`config.mk`:
```
export PLATFORM = sky130hd
export DESIGN_NAME = stack_unit
export DESIGN_NICKNAME = d
export VERILOG_FILES = /design/src/rtl/stack_unit.sv
export SDC_FILE = /design/constraint.sdc
export NUM_CORES = 1
export LEC_CHECK = 0
export CORE_AREA = 4 4 151 153
export CTS_CLUSTER_DIAMETER = 150
export DETAILED_ROUTE_END_ITERATION = 8
export DIE_AREA = 0 0 155 157
export SLEW_MARGIN = 20
export SYNTH_ARGS = -nofsm -noshare
export SYNTH_HDL_FRONTEND = slang
export SYNTH_SLANG_ARGS = --single-unit
export TNS_END_PERCENT = 1
```
`constraint.sdc`:
```
create_clock -name clk -period 5.3 [get_ports clk]
set_clock_uncertainty 0.05 [all_clocks]
set_input_delay 1.325 -clock clk [delete_from_list [all_inputs] [get_ports clk]]
set_output_delay 1.325 -clock clk [all_outputs]
set_load 0.02 [all_outputs]
```
`src/rtl/stack_unit.sv`:
```
// LIFO stack with a registered top-of-stack, peek capture and sticky overflow/underflow flags.
// The top register mirrors mem[sp-1] so dout is usable on the same edge that pops it.
module stack_unit #(
  parameter int DATA_W = 8,
  parameter int DEPTH  = 16
) (
  input  logic                       clk,
  input  logic                       rst,
  input  logic                       push,
  input  logic                       pop,
  input  logic                       tos,
  input  logic                       clr,
  input  logic [DATA_W-1:0]          din,
  output logic [DATA_W-1:0]          dout,
  output logic [DATA_W-1:0]          peek,
  output logic                       top_zero,
  output logic                       empty,
  output logic                       full,
  output logic [$clog2(DEPTH):0]     count,
  output logic                       ovf,
  output logic                       unf
);

  localparam int AW = $clog2(DEPTH);
  localparam int CW = AW + 1;

  logic [DATA_W-1:0] mem [DEPTH];
  logic [CW-1:0]     sp, sp_nxt, sp_m1, sp_m2;
  logic [DATA_W-1:0] top, top_nxt, peek_r, peek_nxt;
  logic              ovf_r, unf_r, ovf_set, unf_set;
  logic              is_empty, is_full;
  logic              wr_en;
  logic [AW-1:0]     wr_addr;

  assign is_empty = (sp == '0);
  assign is_full  = (sp == CW'(DEPTH));
  assign sp_m1    = sp - CW'(1);
  assign sp_m2    = sp - CW'(2);

  always_comb begin
    sp_nxt   = sp;
    top_nxt  = top;
    peek_nxt = peek_r;
    ovf_set  = 1'b0;
    unf_set  = 1'b0;
    wr_en    = 1'b0;
    wr_addr  = sp[AW-1:0];

    if (tos) begin
      if (is_empty) begin
        peek_nxt = '0;
        unf_set  = 1'b1;
      end else begin
        peek_nxt = top;
      end
    end

    // Push+pop on a non-empty stack overwrites the top in place, even when full.
    if (push && pop && !is_empty) begin
      wr_en   = 1'b1;
      wr_addr = sp_m1[AW-1:0];
      top_nxt = din;
    end else if (push) begin
      if (is_full) begin
        ovf_set = 1'b1;
      end else begin
        wr_en   = 1'b1;
        wr_addr = sp[AW-1:0];
        top_nxt = din;
        sp_nxt  = sp + CW'(1);
      end
    end else if (pop) begin
      if (is_empty) begin
        unf_set = 1'b1;
      end else if (sp == CW'(1)) begin
        sp_nxt  = '0;
        top_nxt = '0;
      end else begin
        sp_nxt  = sp_m1;
        top_nxt = mem[sp_m2[AW-1:0]];
      end
    end
  end

  always_ff @(posedge clk or posedge rst) begin
    if (rst) begin
      sp     <= '0;
      top    <= '0;
      peek_r <= '0;
      ovf_r  <= 1'b0;
      unf_r  <= 1'b0;
    end else begin
      sp     <= sp_nxt;
      top    <= top_nxt;
      peek_r <= peek_nxt;
      ovf_r  <= (ovf_r & ~clr) | ovf_set;
      unf_r  <= (unf_r & ~clr) | unf_set;
    end
  end

  // Storage is deliberately not reset; it is unreadable while sp is zero.
  always_ff @(posedge clk) begin
    if (wr_en && !rst) mem[wr_addr] <= din;
  end

  assign dout     = top;
  assign peek     = peek_r;
  assign count    = sp;
  assign empty    = is_empty;
  assign full     = is_full;
  assign top_zero = !is_empty && (top == '0);
  assign ovf      = ovf_r;
  assign unf      = unf_r;

endmodule

```
==> impl_metrics.toml <==
[status]
run_status = "finished, final reports clean"

[synthesis]
yosys.cell_types.count = 44
yosys.area.top_type = "edfxtp_1"
ys_seq_area_share_pct = 69.3
yosys_warnings = 0
syn-num-nets = 402
synth_cells = 381
synth-async-reset-ratio_pct = 15.2
ys.flop_type = "edfxtp_1"
yosysTopAreaCellShare_pct = 60.3
synth_edf_count = 128
netlist_area_mm2 = 0.00637
synth_area_leaders = "edfxtp_1, mux4_2, dfrtp_1, mux2i_1, nor2_1"
ys_seq_elements = 151
syn-mean-instance-area_um2 = 16.7

[clock_network]
cts_buffer_depth = 2
ctsHtreeMaxLevel = 4
clockRootBuffer = "clkbuf_16"
tritoncts = "built"
numCtsBuffers = 17
hold_buffers = 0
cts_sinks = 151
clk_latency_ns = 0.42
clk_pin_slew_ns = 0.06
post_cts_buffers = 0
cts_resized = 0

[setup_path]
crit_arrival_ns = 2.69
reg2reg_depth = 7
required_ns = 3.92
critical_path_class = "register to primary output"
end_kind = "primary output"
startpoint_type = "register"
critPathMaxFanout = 8

[timing]
rsz0062_at_grt = "no"
tns_ns = 0
slew_headroom_pct = 41.8
fin_crit_ns = 4.06
max_clock_freq_ghz = 0.246
tightest_slew_ns = 0.870
holdWs_ns = 0.438
finalHoldViolations = 0
period_share_pct = 76.6
drv_slew = 0
finalSetupViolations = 0

[final_layout]
fin_nets = 442
multi_input_area_mm2 = 0.00180
final-seq-area_mm2 = 0.00442
mostFrequentLayoutCell = "edfxtp_1"
mostFrequentLayoutCells = "edfxtp_1, clkdlybuf4s50_1, mux4_2"
nFillCells = 2006
syn2layout_area_growth_pct = 19.2
final_layout_size_suffix_gt1_share_pct = 16.8
diodes = 0

[floorplan]
fp.dieW_um = 155
die_area_mm2 = 0.0243
start_util_pct = 29.6
die_y_um = 157
row_count = 54
ioPinCount = 40
core_mm2 = 0.0216

[route]
vias = 3440
ant_nets = 0
routed_wl_mm = 13.6
drt_iter0_markers = 270
viasPerCell = 4.82
drc = 0
drtPass1Iterations = 4
routedWlPerCell_um = 19.0

[power_and_ir_drop]
powerDensity_mw_per_mm2 = 536
p_leak_nw = 2.57
ir_drop_mv = 0.230

[run]
drv_cap = 0

[global_route]
grt_pass1_wl_mm = 21.7
grt_pass1_vias = 3587
grt_max_degree = 45
grt-ovfl-total = 0
track_usage_pct = 11.8
antenna_found_initial = 0

[place]
place_congestion = 0.790
hpwl_mm = 8.91
port_buffers = 39

[hold_path]
min_path_cells = 1
hp-class = "register to register"
## Yosys cell counts, types with 2 or more instances
master / count
o22ai_1: 2
mux2i_1: 25
o2bb2ai_1: 2
nand2_1: 7
nor2_1: 30
o21ai_0: 12
a31oi_1: 2
o31ai_1: 3
buf_2: 4
a22oi_1: 10
a211oi_1: 2
nor3_1: 6
buf_6: 3
nand3_1: 11
ha_1: 7
edfxtp_1: 128
mux4_2: 32
a21oi_1: 17
dfrtp_1: 23
clkbuf_1: 14
nor4_1: 2
inv_1: 17
## sequential cells by signal, indices dropped and copies added (netlist names)
| signal | flops |
|---|---|
| mem | 128 |
| dout | 8 |
| peek | 8 |
| count | 5 |
| ovf | 1 |
| unf | 1 |
## cells by family after synthesis
logic type | synth area share, %
multiplexers | 15.2
flip-flops | 69.3
XOR/XNOR | 0.530
AND/OR/NAND/NOR | 5.24
AO/OA/AOI/OAI | 5.56
buffers and inverters | 2.73
adder cells (fa/ha/maj) | 1.37
## final cells by class
cell class                      instances  share of cell area [%]
Sequential cell                       151                    58.2
Multi-Input combinational cell        191                    23.7
Clock buffer                           19                    5.70
Timing Repair Buffer                   43                    5.53
Tap cell                              280                    4.61
Clock inverter                         13                    1.42
Inverter                               17                   0.840
## metal layers
metal / share of wire (%) / GRT usage (%) / vias to the layer above
met4: 1.1 / 3.66 / 0
met5: 0 / 0 / -
met1: 45 / 16.3 / 1730
li1: - / - / 1574
met3: 8.1 / 3.60 / 13
met2: 46 / 18.0 / 123
## path summary, 6_finish.rpt
path | startpoint | slack, ns | to
max | count[0] | 1.24 | full
min | unf | 0.44 | unf
max reg2reg | count[2] | 1.92 | mem[3][1]
min reg2reg | unf | 0.44 | unf
max in group asynchronous | rst | 3.72 | count[0]
min in group asynchronous | rst | 1.22 | count[4]
## power breakdown
part           switching (mW)  total, mW  internal (mW)
sequential              0.104       1.52           1.42
combinational           0.800       1.46          0.655
clock                   0.456       1.10          0.641
## worst max-delay path: stages, from the launching register on
cell and delay (ns):
dfrtp_2 0.40, inv_1 0.26, ha_1 0.23, nor3b_1 0.48, and2_1 0.27, clkdlybuf4s50_1 0.63
## per-stage QoR
stage | util (%) | area (um2) | power [mW] | worst slack (ns) | std cells
3_3_place_gp | 32.7 | 7040 | 2.99 | 1.14 | 682
5_1_grt | 35.3 | 7600 | 4.29 | 1.05 | 714
4_1_cts | 35.2 | 7580 | 4.11 | 1.27 | 714
2_1_floorplan | - | 6370 | 2.54 | 1.55 | 381
6_report | 35.3 | 7600 | 4.07 | 1.24 | 714
3_5_place_dp | 32.7 | 7040 | 3.01 | 1.02 | 682
(Power assumes the default switching activity.)
